`config.mk`:
```
export PLATFORM = sky130hd
export DESIGN_NAME = burst_fifo
export DESIGN_NICKNAME = d
export VERILOG_FILES = /design/src/rtl/burst_fifo_pkg.sv /design/src/rtl/fifo_mem_2p.sv /design/src/rtl/burst_fifo.sv
export SDC_FILE = /design/constraint.sdc
export NUM_CORES = 1
export LEC_CHECK = 0
export CORE_MARGIN = 5
export CORE_UTILIZATION = 40
export CTS_BUF_LIST = sky130_fd_sc_hd__clkbuf_16
export DETAILED_ROUTE_END_ITERATION = 16
export PLACE_DENSITY_LB_ADDON = 0.2
export SLEW_MARGIN = 20
export SYNTH_ARGS = -nofsm -noshare
export SYNTH_HDL_FRONTEND = slang
export SYNTH_SLANG_ARGS = --single-unit
export TNS_END_PERCENT = 20
```
`constraint.sdc`:
```
create_clock -name clk -period 2.8 [get_ports clk]
set_input_delay 0.56 -clock clk [delete_from_list [all_inputs] [get_ports clk]]
set_output_delay 0.56 -clock clk [all_outputs]
set_load 0.05 [all_outputs]
```
`src/rtl/burst_fifo_pkg.sv`:
```
// burst_fifo_pkg: shared constants, FSM encoding and width helper
// for the burst_fifo slice.
package burst_fifo_pkg;

  localparam int MODE_STREAM = 0;
  localparam int MODE_BURST  = 1;

  typedef enum logic {
    ST_FILL  = 1'b0,
    ST_DRAIN = 1'b1
  } state_e;

  // count must hold 0..depth inclusive
  function automatic int cnt_w(input int depth);
    return $clog2(depth) + 1;
  endfunction

endpackage

```
`src/rtl/fifo_mem_2p.sv`:
```
// fifo_mem_2p: WIDTH x DEPTH register array, one write port and
// one combinational read port, no reset.
// Ports: clk; we_i/waddr_i/wdata_i write; raddr_i/rdata_o read.
module fifo_mem_2p #(
  parameter int WIDTH = 16,
  parameter int DEPTH = 8,
  parameter int AW    = $clog2(DEPTH)
) (
  input  logic             clk,
  input  logic             we_i,
  input  logic [AW-1:0]    waddr_i,
  input  logic [WIDTH-1:0] wdata_i,
  input  logic [AW-1:0]    raddr_i,
  output logic [WIDTH-1:0] rdata_o
);

  logic [WIDTH-1:0] mem_q [DEPTH];

  always_ff @(posedge clk) begin
    if (we_i) begin
      mem_q[waddr_i] <= wdata_i;
    end
  end

  assign rdata_o = mem_q[raddr_i];

endmodule

```
`src/rtl/burst_fifo.sv`:
```
// burst_fifo: single-clock FIFO with registered output stage and
// STREAM / BURST (fill to BURST_LEN, then drain to empty) modes.
// Ports: clk, rst_n (async, active low), flush (sync clear, keeps
//   overflow); wr_en/wr_data/wr_ready producer side; rd_data/
//   rd_valid/rd_ready consumer side; count/empty/full/almost_full
//   status; overflow sticky until rst_n.
module burst_fifo
  import burst_fifo_pkg::*;
#(
  parameter int WIDTH      = 16,
  parameter int DEPTH      = 8,
  parameter int BURST_MODE = MODE_STREAM,
  parameter int BURST_LEN  = DEPTH,
  parameter int AF_LEVEL   = DEPTH - 1
) (
  input  logic                    clk,
  input  logic                    rst_n,
  input  logic                    flush,
  input  logic                    wr_en,
  input  logic [WIDTH-1:0]        wr_data,
  output logic                    wr_ready,
  output logic [WIDTH-1:0]        rd_data,
  output logic                    rd_valid,
  input  logic                    rd_ready,
  output logic [cnt_w(DEPTH)-1:0] count,
  output logic                    empty,
  output logic                    full,
  output logic                    almost_full,
  output logic                    overflow
);

  localparam int AW = $clog2(DEPTH);
  localparam int CW = cnt_w(DEPTH);

  localparam logic [CW-1:0] DEPTH_C = CW'(DEPTH);
  localparam logic [CW-1:0] BLEN_C  = CW'(BURST_LEN);
  localparam logic [CW-1:0] AF_C    = CW'(AF_LEVEL);
  localparam logic [CW-1:0] ONE_C   = CW'(1);
  localparam logic [AW-1:0] PINC_C  = AW'(1);

  logic [AW-1:0]    wptr_q, wptr_d;
  logic [AW-1:0]    rptr_q, rptr_d;
  logic [CW-1:0]    count_q, count_d;
  logic             ovld_q, ovld_d;
  logic [WIDTH-1:0] rdat_q, rdat_d;
  logic             rvld_q, rvld_d;
  logic             ovf_q, ovf_d;
  state_e           state_q, state_d;

  logic [WIDTH-1:0] mem_rdata;
  logic [CW-1:0]    mem_cnt;
  logic             wr_fire;
  logic             rd_fire;
  logic             load;
  logic             full_w;

  assign full_w  = (count_q == DEPTH_C);
  assign wr_fire = wr_en && !full_w;
  assign rd_fire = rvld_q && rd_ready;

  // words still in the array, i.e. not yet in the output stage
  assign mem_cnt = count_q - {{(CW-1){1'b0}}, ovld_q};

  // refill the stage when it is free or being consumed now
  assign load = (mem_cnt != '0) && (!ovld_q || rd_fire);

  fifo_mem_2p #(
    .WIDTH (WIDTH),
    .DEPTH (DEPTH),
    .AW    (AW)
  ) u_mem (
    .clk     (clk),
    .we_i    (wr_fire && !flush),
    .waddr_i (wptr_q),
    .wdata_i (wr_data),
    .raddr_i (rptr_q),
    .rdata_o (mem_rdata)
  );

  always_comb begin
    wptr_d  = wptr_q;
    rptr_d  = rptr_q;
    count_d = count_q;
    ovld_d  = ovld_q;
    rdat_d  = rdat_q;
    ovf_d   = ovf_q | (wr_en & full_w);
    state_d = state_q;

    if (wr_fire) begin
      wptr_d = wptr_q + PINC_C;
    end

    if (load) begin
      rptr_d = rptr_q + PINC_C;
      rdat_d = mem_rdata;
      ovld_d = 1'b1;
    end else if (rd_fire) begin
      ovld_d = 1'b0;
    end

    unique case ({wr_fire, rd_fire})
      2'b10:   count_d = count_q + ONE_C;
      2'b01:   count_d = count_q - ONE_C;
      default: count_d = count_q;
    endcase

    unique case (state_q)
      ST_FILL: begin
        if (count_d >= BLEN_C) begin
          state_d = ST_DRAIN;
        end
      end
      ST_DRAIN: begin
        if (rd_fire && (count_d == '0)) begin
          state_d = ST_FILL;
        end
      end
    endcase

    if (flush) begin
      wptr_d  = '0;
      rptr_d  = '0;
      count_d = '0;
      ovld_d  = 1'b0;
      rdat_d  = '0;
      ovf_d   = ovf_q;
      state_d = ST_FILL;
    end

    rvld_d = ovld_d &&
             ((BURST_MODE == MODE_STREAM) ||
              (state_d == ST_DRAIN));
  end

  always_ff @(posedge clk or negedge rst_n) begin
    if (!rst_n) begin
      wptr_q  <= '0;
      rptr_q  <= '0;
      count_q <= '0;
      ovld_q  <= 1'b0;
      rdat_q  <= '0;
      rvld_q  <= 1'b0;
      ovf_q   <= 1'b0;
      state_q <= ST_FILL;
    end else begin
      wptr_q  <= wptr_d;
      rptr_q  <= rptr_d;
      count_q <= count_d;
      ovld_q  <= ovld_d;
      rdat_q  <= rdat_d;
      rvld_q  <= rvld_d;
      ovf_q   <= ovf_d;
      state_q <= state_d;
    end
  end

  assign rd_data     = rdat_q;
  assign rd_valid    = rvld_q;
  assign count       = count_q;
  assign overflow    = ovf_q;
  assign full        = full_w;
  assign empty       = (count_q == '0);
  assign almost_full = (count_q >= AF_C);
  assign wr_ready    = !full_w;

endmodule
```
==> impl_metrics.csv <==
group,metric,value,unit
sta,post-route-min-period,2.62,ns
die,die-area,0.0179,mm^2
clock_tree,clk-insertion-delay-late,0.43,ns
hold_path,worstHoldStart,"overflow",
setup_path,critical_path.startpoint,"count[2]",
setup_path,setup.worst_path.class,"reg -> out",
placed_design,weighted_congestion_at_the_end_of_routability_driven_global_placement,0.805,
clock_tree,worst_setup_hold_path_clk_slew,0.06,ns
routing,route.detailed.wl_per_inst,20.9,um
sta,grt_setup_unrepaired,"false",
placed_design,detailed_place.area,0.00694,mm^2
setup_path,worst_setup_path_endpoint,"wr_ready",
global_routing,globalRoute.totalOverflow,0,
layout,area_growth_syn_to_layout,22.7,%
flow_run,cap_violations,0,
sta,worst_pin_slew,0.656,ns
clock_tree,clockBufferDepth,2,
routing,detail_route.drc_violations,0,
die,initial_core_util,40.5,%
placed_design,place_ws,0.267,ns
setup_path,max_stage_delay,0.68,ns
clock_tree,cts_buffers,17,
global_routing,groute.usage.overall,14.6,%
status,status,"finished clean",
routing,drt-initial-drc-count,253,
layout,fin_area,0.00753,mm^2
routing,dr_total_vias,3093,
layout,antennaDiodeCount,0,
setup_path,critical_path_depth,2,
sta,timing.final.crit_share,93.5,%
setup_path,worstSetupStartpointType,"flip-flop",
die,dieWidth,134,um
setup_path,regToRegStartpoint,"count[2]",
setup_path,critPathBufInv,1,
synth,yosys.cell_types.count,40,
sta,setup-tns-final,0,ns
setup_path,timing.reg2reg.setup_slack,0.26,ns
synth,synthesis.instances,309,
sta,setup-violations-final,0,
sta,maximum_clock_rate,382,MHz
setup_path,reg2reg_to,"count[3]",
die,placementRows,45,
placed_design,io_buffer_count,46,
global_routing,number_of_antenna_violations_at_the_first_check_in_global_routing,0,
setup_path,critical_path.max_fanout,8,
sta,timing_max_transition_violations_final,0,
layout,final_nets,406,
synth,postSynthRegisterBits,156,
die,die_height,134,um
routing,route.antenna.remaining_nets,0,
synth,mappedNetlistArea,0.00614,mm^2
synth,syn-num-nets,335,
setup_path,worst-r2r-cell-count,7,
setup_path,worstPathCellList,"or4b_1 -> dlygate4sd2_1",
synth,yosysWarnings,0,
clock_tree,tritoncts,"built",
global_routing,via_count_of_the_first_global_routing_pass,3351,
die,core-area,0.0151,mm^2
setup_path,cell_with_the_biggest_individual_delay_on_the_critical_path,"sky130_fd_sc_hd__or4b_1",
sta,clock_skew,0.00663,ns
layout,finalCoreUtilization,49.7,%
global_routing,global_route_wire_length_before_repair,19100,um
placed_design,place_hpwl,7630,um
setup_path,cp-end-kind,"output pin",
setup_path,cpLargestDelayFamily,"simple AND/OR/NAND/NOR gates",
clock_tree,cts_max_level,4,
clock_tree,cts-root-buf,"sky130_fd_sc_hd__clkbuf_16",
routing,viasPerCell,5.32,
setup_path,critPathRequiredTime,2.24,ns
global_routing,pin_count_of_the_biggest_net_entering_global_routing,34,
routing,routed_wirelength,12200,um
layout,post_route_cells_drive_above_1_share,28.0,%
routing,firstDrtPassIters,4,
die,num_io_pins,47,
sta,hold_violation_count_in_the_final_report,0,
hold_path,timing.hold.worst.class,"reg -> reg",
sta,slew_headroom,56.1,%
synth,syn_avg_cell_area,19.9,um^2
clock_tree,clock-sinks,156,
pwr,pwr_density_cell,944,mW/mm^2
setup_path,cp.arrival,2.06,ns
pwr,power.total,0.00711,W
pwr,worst_ir_drop_vdd,0.557,mV
pwr,total_leakage_power,2.60,nW
synth,yosysSeqAreaShare,74.1,%
hold_path,hold_path_depth,1,
sta,post-route-worst-setup-slack,0.183,ns
power by group:
part | internal [W] | leakage [nW] | total (W) | switching, W
Combinational | 0.000885 | 0.793 | 0.00198 | 0.00110
Sequential | 0.00270 | 1.53 | 0.00288 | 0.000180
Clock | 0.00132 | 0.278 | 0.00225 | 0.000924
cells in the final DEF (no fill, tap or decap), types with 3 or more instances in the layout:
cell type and n:
sky130_fd_sc_hd__clkdlybuf4s50_1 44, sky130_fd_sc_hd__mux2_2 16, sky130_fd_sc_hd__clkbuf_16 17, sky130_fd_sc_hd__nand2_1 5
sky130_fd_sc_hd__edfxtp_1 128, sky130_fd_sc_hd__mux4_2 32, sky130_fd_sc_hd__ha_1 5, sky130_fd_sc_hd__clkinvlp_4 3
sky130_fd_sc_hd__buf_4 23, sky130_fd_sc_hd__a22o_1 17, sky130_fd_sc_hd__inv_1 6, sky130_fd_sc_hd__nand3_1 3
sky130_fd_sc_hd__inv_6 4, sky130_fd_sc_hd__xor2_1 5, sky130_fd_sc_hd__clkinv_4 3, sky130_fd_sc_hd__nand2b_1 3
sky130_fd_sc_hd__nor2_1 13, sky130_fd_sc_hd__dfrtp_1 27, sky130_fd_sc_hd__o21ai_0 3
cell families after synthesis:
group / share of synthesized area (%)
AO/OA/AOI/OAI: 4.28
XOR/XNOR: 0.856
adder cells (fa/ha/maj): 1.02
buffers and inverters: 1.69
flip-flops: 74.1
multiplexers: 14.9
AND/OR/NAND/NOR: 3.22
metrics by stage:
step / instances / hold WS, ns
6_report: 581 / 0.481
5_1_grt: 581 / 0.505
4_1_cts: 581 / 0.492
3_5_place_dp: 549 / 0.478
3_3_place_gp: 549 / 0.465
2_1_floorplan: 309 / 0.264
state kept, by name (all words and copies together) (netlist names):
name and count:
count 4, u_mem.mem_q 128, wptr_q 3, rptr_q 3
rd_data 16, overflow 1, rd_valid 1
worst min-delay path by stage:
stage | end | slack (ns)
floorplan | count[0] | 0.26
global placement | overflow | 0.46
detailed placement | overflow | 0.48
CTS | overflow | 0.49
global route | overflow | 0.50
finish | overflow | 0.48
Yosys cell counts:
| cell | number | share of area (%) |
|---|---|---|
| sky130_fd_sc_hd__inv_1 | 6 | 0.37 |
| sky130_fd_sc_hd__a31o_2 | 2 | 0.29 |
| sky130_fd_sc_hd__clkbuf_1 | 8 | 0.49 |
| sky130_fd_sc_hd__and4b_2 | 1 | 0.18 |
| sky130_fd_sc_hd__or4b_1 | 1 | 0.16 |
| sky130_fd_sc_hd__o21ai_1 | 1 | 0.081 |
| sky130_fd_sc_hd__xor2_1 | 5 | 0.71 |
| sky130_fd_sc_hd__a21oi_1 | 2 | 0.16 |
| sky130_fd_sc_hd__o2111ai_1 | 1 | 0.14 |
| sky130_fd_sc_hd__mux2_1 | 1 | 0.18 |
| sky130_fd_sc_hd__or3_1 | 2 | 0.20 |
| sky130_fd_sc_hd__nor2_1 | 13 | 0.80 |
| sky130_fd_sc_hd__o211ai_1 | 2 | 0.24 |
| sky130_fd_sc_hd__dfrtp_1 | 28 | 11 |
| sky130_fd_sc_hd__o41ai_1 | 2 | 0.29 |
| sky130_fd_sc_hd__buf_6 | 1 | 0.18 |
| sky130_fd_sc_hd__a32oi_1 | 1 | 0.14 |
| sky130_fd_sc_hd__mux2_2 | 16 | 2.9 |
| sky130_fd_sc_hd__nor2b_1 | 1 | 0.10 |
| sky130_fd_sc_hd__ha_1 | 5 | 1.0 |
| sky130_fd_sc_hd__nor4_1 | 1 | 0.10 |
| sky130_fd_sc_hd__o21ai_0 | 3 | 0.24 |
| sky130_fd_sc_hd__and2_1 | 1 | 0.10 |
| sky130_fd_sc_hd__nor3_1 | 3 | 0.24 |
| sky130_fd_sc_hd__nor3b_1 | 1 | 0.12 |
| sky130_fd_sc_hd__a21oi_4 | 1 | 0.27 |
| sky130_fd_sc_hd__buf_2 | 4 | 0.33 |
| sky130_fd_sc_hd__and3_1 | 1 | 0.10 |
| sky130_fd_sc_hd__nand2_1 | 5 | 0.31 |
| sky130_fd_sc_hd__a22o_1 | 17 | 2.4 |
| sky130_fd_sc_hd__nand4_1 | 1 | 0.10 |
| sky130_fd_sc_hd__buf_1 | 2 | 0.12 |
| sky130_fd_sc_hd__edfxtp_1 | 128 | 63 |
| sky130_fd_sc_hd__mux4_2 | 32 | 12 |
| sky130_fd_sc_hd__buf_4 | 1 | 0.12 |
| sky130_fd_sc_hd__nand2b_1 | 3 | 0.31 |
| sky130_fd_sc_hd__clkbuf_2 | 1 | 0.081 |
| sky130_fd_sc_hd__xnor2_1 | 1 | 0.14 |
| sky130_fd_sc_hd__or3b_2 | 1 | 0.14 |
| sky130_fd_sc_hd__nand3_1 | 3 | 0.24 |
worst reg2reg max path: stages, from the launching register on:
cell	delay (ns)
sky130_fd_sc_hd__dfrtp_1	0.46
sky130_fd_sc_hd__or4b_1	0.68
sky130_fd_sc_hd__a21oi_4	0.33
sky130_fd_sc_hd__ha_1	0.32
sky130_fd_sc_hd__nand3_1	0.09
sky130_fd_sc_hd__nand2_1	0.05
sky130_fd_sc_hd__a32oi_1	0.16
sky130_fd_sc_hd__mux2_1	0.33
layout make-up:
| cell class | instances | area, um^2 |
|---|---|---|
| clock buffer | 17 | 425 |
| timing repair buffer | 69 | 642 |
| fill | 1243 | 7610 |
| multi-input combinational | 130 | 1500 |
| inverter | 6 | 22.5 |
| clock inverter | 15 | 163 |
| sequential | 156 | 4550 |
| tap | 188 | 235 |
per-layer routing:
| metal | vias up | global-route usage [%] | routed length [um] | part of all wire (%) |
|---|---|---|---|---|
| met2 | 70 | 22.5 | 5850 | 48 |
| li1 | 1395 | - | - | - |
| met1 | 1612 | 19.4 | 5540 | 46 |
| met3 | 16 | 4.84 | 523 | 4.3 |
| met5 | - | 0 | 0 | 0 |
| met4 | 0 | 5.71 | 251 | 2.1 |
repair_timing:
item	4_1_cts	5_1_grt
buffers inserted	0	0
hold buffers	0	0
endpoints found under the setup margin	1	0
gates resized for setup	1	0
(Power assumes the default switching activity.)
